$ cat src/rtl/nibble_serial_adder_ctrl.sv
// Nibble-serial add/subtract controller.
// A single 4-bit ripple-carry slice is reused once per cycle, LS nibble first,
// with the inter-nibble carry held in a register. Results (sum/cout/overflow)
// are published only when the last nibble completes and hold until the next
// completion or reset.
module nibble_serial_adder_ctrl #(
   parameter int NIBBLES = 4
) (
   input  logic                   clk,
   input  logic                   reset,
   input  logic                   start,
   input  logic                   sub,
   input  logic [4*NIBBLES-1:0]   a,
   input  logic [4*NIBBLES-1:0]   b,
   input  logic                   cin,
   output logic                   busy,
   output logic                   done,
   output logic [4*NIBBLES-1:0]   sum,
   output logic                   cout,
   output logic                   overflow
);

   localparam int W     = 4 * NIBBLES;
   localparam int IDX_W = (NIBBLES > 1) ? $clog2(NIBBLES) : 1;
   localparam logic [IDX_W-1:0] LAST_IDX = IDX_W'(NIBBLES - 1);

   typedef enum logic [1:0] {
      IDLE = 2'd0,
      RUN  = 2'd1,
      DONE = 2'd2
   } state_t;

   state_t           state;
   state_t           state_next;

   logic [W-1:0]     opa;
   logic [W-1:0]     opb;
   logic [W-1:0]     work_sum;
   logic [W-1:0]     work_next;
   logic             carry;
   logic [IDX_W-1:0] idx;

   logic [3:0]       slice_a;
   logic [3:0]       slice_b;
   logic [3:0]       slice_s;
   logic [4:0]       slice_c;

   // State register; reset dominates everything and aborts any operation.
   // NOTE: clocked state uses non-blocking (<=) so every flop samples pre-edge values;
   // combinational blocks below use blocking (=) because they describe wires.
   always_ff @(posedge clk) begin
      if (reset) state <= IDLE;
      else       state <= state_next;
   end

   // Next-state logic: IDLE -> RUN on start, RUN until the last nibble, DONE for one cycle.
   // NOTE: every comb output gets a default first so no path leaves it unassigned (no latch).
   always_comb begin
      state_next = state;
      unique case (state)
         IDLE:    if (start) state_next = RUN;
         RUN:     if (idx == LAST_IDX) state_next = DONE;
         DONE:    state_next = IDLE;
         default: state_next = IDLE;
      endcase
   end

   // Handshake outputs decoded straight from the state.
   always_comb begin
      busy = 1'b0;
      done = 1'b0;
      unique case (state)
         IDLE:    ;
         RUN:     busy = 1'b1;
         DONE:    begin busy = 1'b1; done = 1'b1; end
         default: ;
      endcase
   end

   // Shared 4-bit ripple-carry slice working on the nibble selected by idx.
   always_comb begin
      slice_a    = opa[idx*4 +: 4];
      slice_b    = opb[idx*4 +: 4];
      slice_s    = 4'h0;
      slice_c    = 5'h00;
      slice_c[0] = carry;
      for (int i = 0; i < 4; i++) begin
         slice_s[i]   = slice_a[i] ^ slice_b[i] ^ slice_c[i];
         slice_c[i+1] = (slice_a[i] & slice_b[i]) | (slice_c[i] & (slice_a[i] ^ slice_b[i]));
      end
   end

   // Work-sum with the current slice result merged into nibble idx.
   always_comb begin
      work_next              = work_sum;
      work_next[idx*4 +: 4]  = slice_s;
   end

   // Datapath: operand capture on accept, nibble accumulation in RUN, publish on the last nibble.
   // NOTE: the operand/work registers are plain flops, not a RAM, so they are reset
   // along with everything else to guarantee no stale data survives an abort.
   always_ff @(posedge clk) begin
      if (reset) begin
         opa      <= '0;
         opb      <= '0;
         work_sum <= '0;
         carry    <= 1'b0;
         idx      <= '0;
         sum      <= '0;
         cout     <= 1'b0;
         overflow <= 1'b0;
      end else begin
         unique case (state)
            IDLE: begin
               if (start) begin
                  opa   <= a;
                  // Subtraction is a + ~b + 1, so invert B and force the carry-in.
                  opb   <= sub ? ~b : b;
                  carry <= sub ? 1'b1 : cin;
                  idx   <= '0;
               end
            end
            RUN: begin
               work_sum <= work_next;
               carry    <= slice_c[4];
               idx      <= idx + IDX_W'(1);
               if (idx == LAST_IDX) begin
                  // Publish on the edge entering DONE; slice_c[3] is the carry into bit W-1.
                  sum      <= work_next;
                  cout     <= slice_c[4];
                  overflow <= slice_c[3] ^ slice_c[4];
               end
            end
            DONE:    ;
            default: ;
         endcase
      end
   end

endmodule

$ cat config.mk
export PLATFORM = sky130hd
export DESIGN_NAME = nibble_serial_adder_ctrl
export DESIGN_NICKNAME = d
export VERILOG_FILES = /design/src/rtl/nibble_serial_adder_ctrl.sv
export SDC_FILE = /design/constraint.sdc
export NUM_CORES = 1
export LEC_CHECK = 0
export BUFFER_PORTS_ARGS = -buffer_cell sky130_fd_sc_hd__buf_4
export CAP_MARGIN = 20
export CORE_MARGIN = 4
export CORE_UTILIZATION = 45
export DETAILED_ROUTE_END_ITERATION = 10
export GPL_ROUTABILITY_DRIVEN = 1
export PLACE_DENSITY_LB_ADDON = 0.08
export SETUP_SLACK_MARGIN = 0.2
export SLEW_MARGIN = 20
export SYNTH_ARGS = -nofsm -noshare
export SYNTH_HDL_FRONTEND = slang
export SYNTH_SLANG_ARGS = --single-unit
$ cat constraint.sdc
create_clock -name clk -period 4.7 [get_ports clk]
set_input_delay 0.47 -clock clk [delete_from_list [all_inputs] [get_ports clk]]
set_output_delay 0.47 -clock clk [all_outputs]
set_load 0.02 [all_outputs]
==> results of run 1 <==
[state kept, by name, summed over array words and instances (netlist names)]
name,count
state,2
sum,16
carry,1
idx,2
overflow,1
opb,16
cout,1
opa,16
work_sum,16
[cells in the final DEF, fill, tap and decap left out, types with 2 or more instances in the layout]
cell type | Yosys | final
nand2b_1 | 2 | 2
nor3_1 | 17 | 17
and2b_1 | 2 | 2
fa_1 | 4 | 4
a21oi_1 | 21 | 21
a32oi_1 | 9 | 9
a211oi_2 | 2 | 2
and4bb_1 | 3 | 3
dfxtp_1 | 71 | 71
buf_4 | 5 | 57
xnor2_1 | 17 | 17
a221oi_1 | 15 | 15
ha_1 | 9 | 9
a22oi_1 | 8 | 8
clkbuf_8 | 3 | 12
nor2_1 | 49 | 49
inv_1 | 20 | 20
nand2_1 | 43 | 43
a211oi_1 | 15 | 15
mux4_2 | 8 | 8
[power by group through the flow]
stage	logic (W)	clock network (W)	registers, W
2_1_floorplan	0.000163	0	0.000654
3_3_place_gp	0.000202	0	0.000661
3_5_place_dp	0.000206	0	0.000660
4_1_cts	0.000206	0.000438	0.000647
5_1_grt	0.000228	0.000465	0.000650
6_report	0.000203	0.000426	0.000647
[cell usage after synthesis, types with 2 or more instances]
master / n
dfxtp_1: 71
nor2_1: 49
nand2_1: 43
a21oi_1: 21
inv_1: 20
nor3_1: 17
xnor2_1: 17
a211oi_1: 15
a221oi_1: 15
a32oi_1: 9
ha_1: 9
a22oi_1: 8
buf_6: 8
mux4_2: 8
clkbuf_1: 7
buf_2: 5
buf_4: 5
fa_1: 4
and4bb_1: 3
clkbuf_8: 3
a211oi_2: 2
and2b_1: 2
nand2b_1: 2
[area by class of cell]
type                       instances  area share [%]
timing repair buffer              57           11.13
sequential                        71           36.98
inverter                          20           1.953
clock buffer                      12           4.297
tap                               99           3.223
multi-input combinational        235           42.29
clock inverter                     1          0.1302
[cell families after synthesis]
logic type / synth area share [%]
muxes: 5.665
adders and majority gates: 5.740
xor gates and xnor gates: 4.435
DFF: 42.34
buffers and inverters: 9.243
and+or+nand+nor: 16.33
AOI/OAI and AO/OA: 16.25
[final timing paths]
check,slack [ps],from,depth (start not counted),endpoint
hold / removal,380,a[15],3,opa[15]$_SDFFE_PP0P_
hold reg to reg,450,opa[1]$_SDFFE_PP0P_,2,opa[1]$_SDFFE_PP0P_
setup / recovery,1490,idx[1]$_SDFFE_PP0P_,11,sum[7]$_SDFFE_PP0P_
setup reg to reg,1490,idx[1]$_SDFFE_PP0P_,11,sum[7]$_SDFFE_PP0P_
[metal layers]
layer / global-route usage (%) / part of all wire [%] / vias to the layer above
met5: 0 / 0 / -
met4: 5.295 / 1.4 / 0
met3: 5.100 / 5.8 / 10
met2: 28.25 / 49 / 72
met1: 20.66 / 44 / 1160
li1: - / - / 1311
[per-stage QoR]
stage | hold slack [ps] | power (W) | instance area (um2) | cells
finish | 379.5 | 0.001275 | 3844 | 495
global route | 375.7 | 0.001343 | 3844 | 495
CTS | 363.6 | 0.001291 | 3844 | 495
detailed placement | 447.4 | 0.0008660 | 3674 | 482
global placement | 447.4 | 0.0008629 | 3674 | 482
floorplan | 431.2 | 0.0008177 | 3357 | 355
[critical path, stage by stage, from the launching register on]
cell and delay [ps]:
dfxtp_1 640, mux4_2 300, inv_1 50, fa_1 370
inv_1 80, fa_1 160, inv_1 50, fa_1 400
inv_1 90, fa_1 530, a221oi_1 320, nor3_1 80
==> results.py, run 1 <==
metrics = {
    "yosys": {
        "synth_flop_cell": "dfxtp_1",
        "synth_edf_count": 0,
        "synthesis.area_um2": 3357,
        "ys_seq_area_share_pct": 42.34,
        "ys_types": 35,
        "synth_area_per_cell_um2": 9.456,
        "ys_warn_count": 0,
        "async_flop_share_pct": 0,
        "synth_top_cell_area_share_pct": 42.34,
        "synthCells": 355,
        "ys_seq_elements": 71,
        "yosys.area.top_type": "dfxtp_1",
        "synth_nets": 405,
        "synth_area_leaders": "dfxtp_1, nor2_1, mux4_2",
    },
    "final_layout": {
        "regArea_um2": 1421,
        "fill_cells": 709,
        "final_util_pct": 52.99,
        "num_antenna_cells": 0,
        "drive_above_1_share_pct": 21.46,
        "nNetsFinal": 444,
        "multi_input_area_um2": 1625,
        "area_delta_synth_final_pct": 14.50,
    },
    "grt": {
        "grt_pass1_vias": 2491,
        "grt-ovfl-total": 0,
        "grt_use_total_pct": 16.81,
        "grt_max_degree": 72,
        "antenna_found_initial": 0,
        "grt_pass1_wl_mm": 11.72,
    },
    "pwr": {
        "p_seq_share_pct": 50.7,
        "cellPowerDensity_nw_per_um2": 331.7,
        "ir_drop_uv": 157.0,
        "p_switching_w": 0.0003336,
        "comb_power_share_pct": 15.9,
        "p_clk_share_pct": 33.4,
        "p_int_w": 0.0009414,
        "switching_share_pct": 26.17,
        "p_leak_nw": 1.533,
    },
    "min_path": {
        "hp-class": "in -> reg",
    },
    "place": {
        "dpl_worst_slack_ps": 1468,
        "dp_hpwl_mm": 4.795,
        "routabilityCongestion": 0.7563,
        "portBuffers": 56,
    },
    "clocking": {
        "cts_made_buffers": 9,
        "clk_latency_ps": 330,
        "clock-sinks": 71,
        "cts_hold_buffers": 0,
        "cts_setup_buffers": 0,
        "clock_path_buffers": 2,
        "cts_tree": "built",
        "clkTransAtPathRegs_ps": 70,
        "cts_max_level": 3,
        "cts_resized": 0,
        "root_buffer": "clkbuf_8",
    },
    "die": {
        "placementRows": 31,
        "boundaryPins": 57,
        "initial_core_util_pct": 46.28,
        "fp.dieH_um": 94.37,
        "fp.dieW_um": 94.37,
        "core_um2": 7253,
        "dieArea_um2": 8906,
    },
    "detailed_routing": {
        "routed_via_density": 5.158,
        "avgRoutedWirePerCell_um": 13.94,
        "routed_wl_mm": 6.902,
        "drcViolationCount": 0,
        "ant_nets": 0,
        "first_pass_iters": 4,
        "drt_iter0_markers": 170,
        "vias": 2553,
    },
    "sta": {
        "fin_crit_sh_pct": 68.37,
        "fin_ws_ps": 1487,
        "fin_skew_ps": 8.103,
        "setup_viol": 0,
        "rsz0062_at_grt": "false",
        "tightestPinTransition_ps": 824.0,
        "finalCriticalPeriod_ps": 3213,
        "finalSetupTns_ps": 0,
        "fmax_mhz": 311.2,
        "slew_violations": 0,
        "maxSlewHeadroom_pct": 45.07,
        "final_hold_viol_count": 0,
    },
    "setup_path": {
        "worstPathMaxFanout": 13,
        "critPathArrivalTime_ps": 3400,
        "path_class": "reg -> reg",
        "cp-end-kind": "register",
        "required_ps": 4890,
        "start_kind": "register",
    },
    "run_status": {
        "outcome": "finished, final reports clean",
    },
    "flow_run": {
        "cap_violations": 0,
    },
}
Power figures use the tool's default switching activity.
==> run 2: changes to the inputs <==
Settings changed: ABC_AREA from default to 1.
Clock period 4.7 ns to 2.86 ns, I/O delays scaled along.
==> results.py, run 2 <==
metrics = {
    "yosys": {
        "synth_nets": 560,
        "ys_types": 26,
        "synthCells": 510,
        "async_flop_share_pct": 0,
        "yosys.area.top_type": "dfxtp_1",
        "synth_top_cell_area_share_pct": 39.42,
        "synth_area_leaders": "dfxtp_1, nor2_1, nand3_1",
        "synthesis.area_um2": 3606,
        "synth_flop_cell": "dfxtp_1",
        "ys_seq_elements": 71,
        "synth_area_per_cell_um2": 7.071,
        "synth_edf_count": 0,
        "synth_most_common_cell": "nor2_1",
        "ys_seq_area_share_pct": 39.42,
        "ys_warn_count": 0,
        "synth_common_cells": "nor2_1, dfxtp_1, nand2_1",
    },
    "clocking": {
        "root_buffer": "clkbuf_8",
        "clock-sinks": 71,
        "cts_max_level": 3,
        "cts_made_buffers": 9,
        "cts_hold_buffers": 0,
        "clk_latency_ps": 340,
        "cts_tree": "built",
        "clock_path_buffers": 2,
        "clkTransAtPathRegs_ps": 80,
    },
    "final_layout": {
        "nNetsFinal": 609,
        "final_util_pct": 55.62,
        "fill_cells": 773,
        "layout_commonest_cell": "nor2_1",
        "drive_above_1_share_pct": 18.79,
        "final_cell_mix": "nor2_1, dfxtp_1, buf_4, nand2_1, inv_1",
        "area_delta_synth_final_pct": 19.81,
        "num_antenna_cells": 0,
    },
    "grt": {
        "grt_use_total_pct": 17.49,
        "grt_max_degree": 48,
        "antenna_found_initial": 0,
        "grt_pass1_wl_mm": 13.98,
        "grt-ovfl-total": 0,
        "grt_pass1_vias": 3141,
    },
    "flow_run": {
        "cap_violations": 0,
    },
    "min_path": {
        "hp-class": "in -> reg",
        "holdPathStages": 3,
        "hp-start": "a[9]",
        "holdPathEnd": "opa[9]$_SDFFE_PP0P_",
    },
    "pwr": {
        "cellPowerDensity_nw_per_um2": 574.1,
        "p_leak_nw": 2.035,
        "ir_drop_uv": 369.8,
        "power.total_w": 0.002480,
    },
    "place": {
        "portBuffers": 56,
        "dpl_worst_slack_ps": -9.169,
        "routabilityCongestion": 0.8241,
        "dp_hpwl_mm": 5.467,
    },
    "die": {
        "placementRows": 32,
        "fp.dieW_um": 97.52,
        "initial_core_util_pct": 46.42,
        "boundaryPins": 57,
        "fp.dieH_um": 97.52,
        "core_um2": 7767,
        "dieArea_um2": 9509,
    },
    "setup_path": {
        "required_ps": 3100,
        "r2r_start": "idx[0]$_SDFFE_PP0P_",
        "crit_top_cell": "inv_2",
        "critPathLaunch": "idx[0]$_SDFFE_PP0P_",
        "crit_chain": "buf_6 > nand2_2 > o21ai_2 > a21oi_2 > fa_2 > inv_2 > fa_2 > inv_2 > fa_2 > inv_2 > fa_1 > inv_2 > nor2_4 > nand3_1 > nand3_1 > nand2_1 > inv_1",
        "crit_family": "adder cells",
        "start_kind": "register",
        "r2r-end": "sum[7]$_SDFFE_PP0P_",
        "r2r_slack_ps": 160,
        "r2r_cells": 17,
        "path_class": "reg -> reg",
        "critPathArrivalTime_ps": 2950,
        "critPathSlowestCell": "fa_1",
        "crit_buf_inv": 6,
        "worstPathMaxFanout": 7,
        "cp-end-kind": "register",
        "max_stage_delay_ps": 430,
    },
    "sta": {
        "rsz0062_at_grt": "true",
        "fin_skew_ps": 8.209,
        "setup_viol": 0,
        "tightestPinTransition_ps": 723.2,
        "slew_violations": 0,
        "fin_ws_ps": 157.9,
        "maxSlewHeadroom_pct": 51.74,
        "fmax_mhz": 370.1,
        "final_hold_viol_count": 0,
        "finalCriticalPeriod_ps": 2702,
        "fin_crit_sh_pct": 94.48,
    },
    "detailed_routing": {
        "drt_iter0_markers": 86,
        "routed_via_density": 4.832,
        "routed_wl_mm": 7.913,
        "ant_nets": 0,
        "avgRoutedWirePerCell_um": 11.88,
        "vias": 3218,
        "drcViolationCount": 0,
        "first_pass_iters": 5,
    },
    "run_status": {
        "outcome": "finished, final reports clean",
    },
}
[run 2: cell count changes in the layout (fill, tap and decap cells not counted), sizes merged, moves of 18 or more]
cell,previous run,this run
inv,20,61
o21ai,0,51
nand3,1,54
nand2,44,63
nor2,49,118
nor3,18,0
[run 2: worst max-delay path by stage]
stage	to	cells after the start
CTS	sum[15]$_SDFFE_PP0P_	17
global route	sum[15]$_SDFFE_PP0P_	17
floorplan	sum[15]$_SDFFE_PP0P_	17
global placement	sum[15]$_SDFFE_PP0P_	17
detailed placement	sum[15]$_SDFFE_PP0P_	17
finish	sum[7]$_SDFFE_PP0P_	17
[run 2: cells by family (layout without fill, tap and decap cells)]
logic type	after synthesis	count (layout)	share of synthesized area [%]
simple gates	235	235	26.61
buf+inv	90	144	12.63
compound gates	84	84	11.87
flops	71	71	39.42
xor+xnor	17	17	4.129
fa+ha+maj	13	13	5.344
[run 2: timing repair]
action                     CTS  global route
pin swaps                    4             2
setup endpoints to repair   16            16
gates cloned                 0             0
gates resized for setup     19             6
buffers inserted             3             0
[run 2: through the flow]
stage | std cells | cell area, um2 | hold WS (ps) | TNS (ps)
6_report | 666 | 4320 | 188.6 | 0
5_1_grt | 666 | 4320 | 193.5 | 0
4_1_cts | 666 | 4300 | 172.9 | 0
3_5_place_dp | 647 | 3996 | 470.1 | -13.39
3_3_place_gp | 647 | 3996 | 462.6 | 0
2_1_floorplan | 510 | 3622 | 424.1 | 0
[run 2: area by class of cell]
class / instances / area, um2 / area share [%]
Clock buffer: 11 / 141.4 / 3.273
Clock inverter: 5 / 105.1 / 2.433
Inverter: 62 / 241.5 / 5.589
Multi-Input combinational cell: 349 / 1775 / 41.09
Sequential cell: 71 / 1426 / 33.01
Tap cell: 102 / 127.6 / 2.954
Timing Repair Buffer: 66 / 503.0 / 11.64
[run 2: per-layer routing]
layer	GRT usage [%]	vias up	wire (um)
met3	3.159	13	303
met2	29.89	59	3800
met4	7.348	0	156
met1	21.55	1447	3653
met5	0	-	0
li1	-	1699	-
[run 2: tightest hold or removal path, stage by stage]
cell	delay (ps)
buf_4	70
o21ai_0	70
nor2_1	70
[run 2: power breakdown]
part	switching, W	internal, W
clock network	0.000375	0.000604
logic	0.000239	0.000169
registers	0.0000380	0.00106
==> run 3: changes to the inputs <==
Settings changed: CORE_ASPECT_RATIO from default to 1.2.
==> results.py, run 3 (synthesis gave the netlist of run 2 again) <==
metrics = {
    "run_status": {
        "outcome": "finished, final reports clean",
    },
    "final_layout": {
        "drive_above_1_share_pct": 19.50,
        "nNetsFinal": 610,
        "layout_commonest_cell": "nor2_1",
        "fin_cells": 656,
        "stdcell_area_um2": 4318,
        "fill_cells": 749,
        "final_cell_mix": "nor2_1, dfxtp_1, buf_4, nand2_1, inv_1",
        "num_antenna_cells": 0,
        "area_delta_synth_final_pct": 19.74,
    },
    "place": {
        "routabilityCongestion": 0.8334,
        "dp_hpwl_mm": 5.612,
        "postPlaceCellArea_um2": 3976,
        "portBuffers": 56,
        "dpl_worst_slack_ps": 100.2,
        "placedCellCount": 636,
    },
    "detailed_routing": {
        "vias": 3202,
        "avgRoutedWirePerCell_um": 12.22,
        "first_pass_iters": 4,
        "routed_wl_mm": 8.016,
        "drcViolationCount": 0,
        "routed_via_density": 4.881,
        "ant_nets": 0,
        "drt_iter0_markers": 118,
    },
    "die": {
        "dieArea_um2": 9515,
        "initial_core_util_pct": 46.52,
        "boundaryPins": 57,
        "fp.dieW_um": 89.72,
        "fp.dieH_um": 106.1,
        "placementRows": 35,
        "core_um2": 7751,
    },
    "pwr": {
        "cellPowerDensity_nw_per_um2": 571.2,
        "power.total_w": 0.002467,
        "p_leak_nw": 2.042,
        "ir_drop_uv": 326.7,
    },
    "setup_path": {
        "path_class": "reg -> reg",
        "start_kind": "register",
        "cp-end-kind": "register",
        "required_ps": 3110,
        "worstPathMaxFanout": 6,
        "critPathArrivalTime_ps": 2940,
    },
    "clocking": {
        "root_buffer": "clkbuf_8",
        "clkTransAtPathRegs_ps": 80,
        "clk_latency_ps": 350,
        "cts_tree": "built",
        "cts_made_buffers": 9,
        "clock-sinks": 71,
        "clock_path_buffers": 2,
        "cts_max_level": 3,
        "cts_hold_buffers": 0,
    },
    "sta": {
        "maxSlewHeadroom_pct": 47.58,
        "slew_violations": 0,
        "finalCriticalPeriod_ps": 2694,
        "setup_viol": 0,
        "fin_crit_sh_pct": 94.20,
        "fin_skew_ps": 13.53,
        "finalSetupTns_ps": 0,
        "rsz0062_at_grt": "true",
        "final_hold_viol_count": 0,
        "fin_ws_ps": 166.0,
        "fmax_mhz": 371.2,
        "tightestPinTransition_ps": 785.5,
    },
    "grt": {
        "grt_max_degree": 48,
        "grt_use_total_pct": 17.12,
        "grt_pass1_wl_mm": 13.43,
        "grt_pass1_vias": 2977,
        "antenna_found_initial": 0,
        "grt-ovfl-total": 0,
    },
    "flow_run": {
        "cap_violations": 0,
    },
    "min_path": {
        "hp-class": "in -> reg",
    },
}
run 3: path summary, 6_finish.rpt:
check                      startpoint                  endpoint  slack (ps)  depth (start not counted)
hold / removal                   a[7]       opa[7]$_SDFFE_PP0P_         180                          3
setup reg to reg  idx[0]$_SDFFE_PP0P_  work_sum[7]$_SDFFE_PP0P_         170                         16
hold reg to reg   opa[2]$_SDFFE_PP0P_       opa[2]$_SDFFE_PP0P_         480                          2
setup / recovery  idx[0]$_SDFFE_PP0P_  work_sum[7]$_SDFFE_PP0P_         170                         16
run 3: stage by stage:
stage          util [%]  hold WS, ps
2_1_floorplan         -        424.1
4_1_cts           54.98        174.0
6_report          55.71        183.9
5_1_grt           55.71        186.6
3_3_place_gp      51.30        471.2
3_5_place_dp      51.30        469.3
run 3: repair_timing:
item / in CTS / in global routing
resized for setup: 13 / 15
pin swaps: 1 / 5
endpoints found under the setup margin: 6 / 14
setup buffers: 4 / 1
run 3: worst max-delay path, cell delays in order, from the launching register on:
cell and delay, ps:
dfxtp_4 370, buf_6 130, o21ai_2 140, a21oi_2 80, fa_2 340, inv_2 60, fa_2 180, inv_2 40
fa_2 350, inv_2 60, fa_1 440, inv_2 90, nor2_4 40, nand3_1 90, nand3_1 80, nand2_1 80
inv_1 40
run 3: where the power goes:
group	switching, W	total [W]	internal [W]
Sequential	0.0000381	0.00109	0.00106
Combinational	0.000241	0.000418	0.000177
Clock	0.000390	0.000954	0.000565
run 3: metal layers:
| layer | part of all wire [%] | up-vias | global-route usage, % |
|---|---|---|---|
| met4 | 2.6 | 0 | 8.215 |
| met1 | 43 | 1422 | 20.38 |
| li1 | - | 1703 | - |
| met5 | 0 | - | 0 |
| met3 | 4.1 | 15 | 3.397 |
| met2 | 50 | 62 | 29.57 |
run 3: final cells by class:
class | instances | area, um2 | share of cell area, %
Clock buffer | 11 | 162.7 | 3.767
Timing Repair Buffer | 67 | 504.2 | 11.68
Inverter | 62 | 236.5 | 5.477
Sequential cell | 71 | 1426 | 33.03
Clock inverter | 4 | 76.32 | 1.768
Multi-Input combinational cell | 349 | 1797 | 41.61
Tap cell | 92 | 115.1 | 2.666
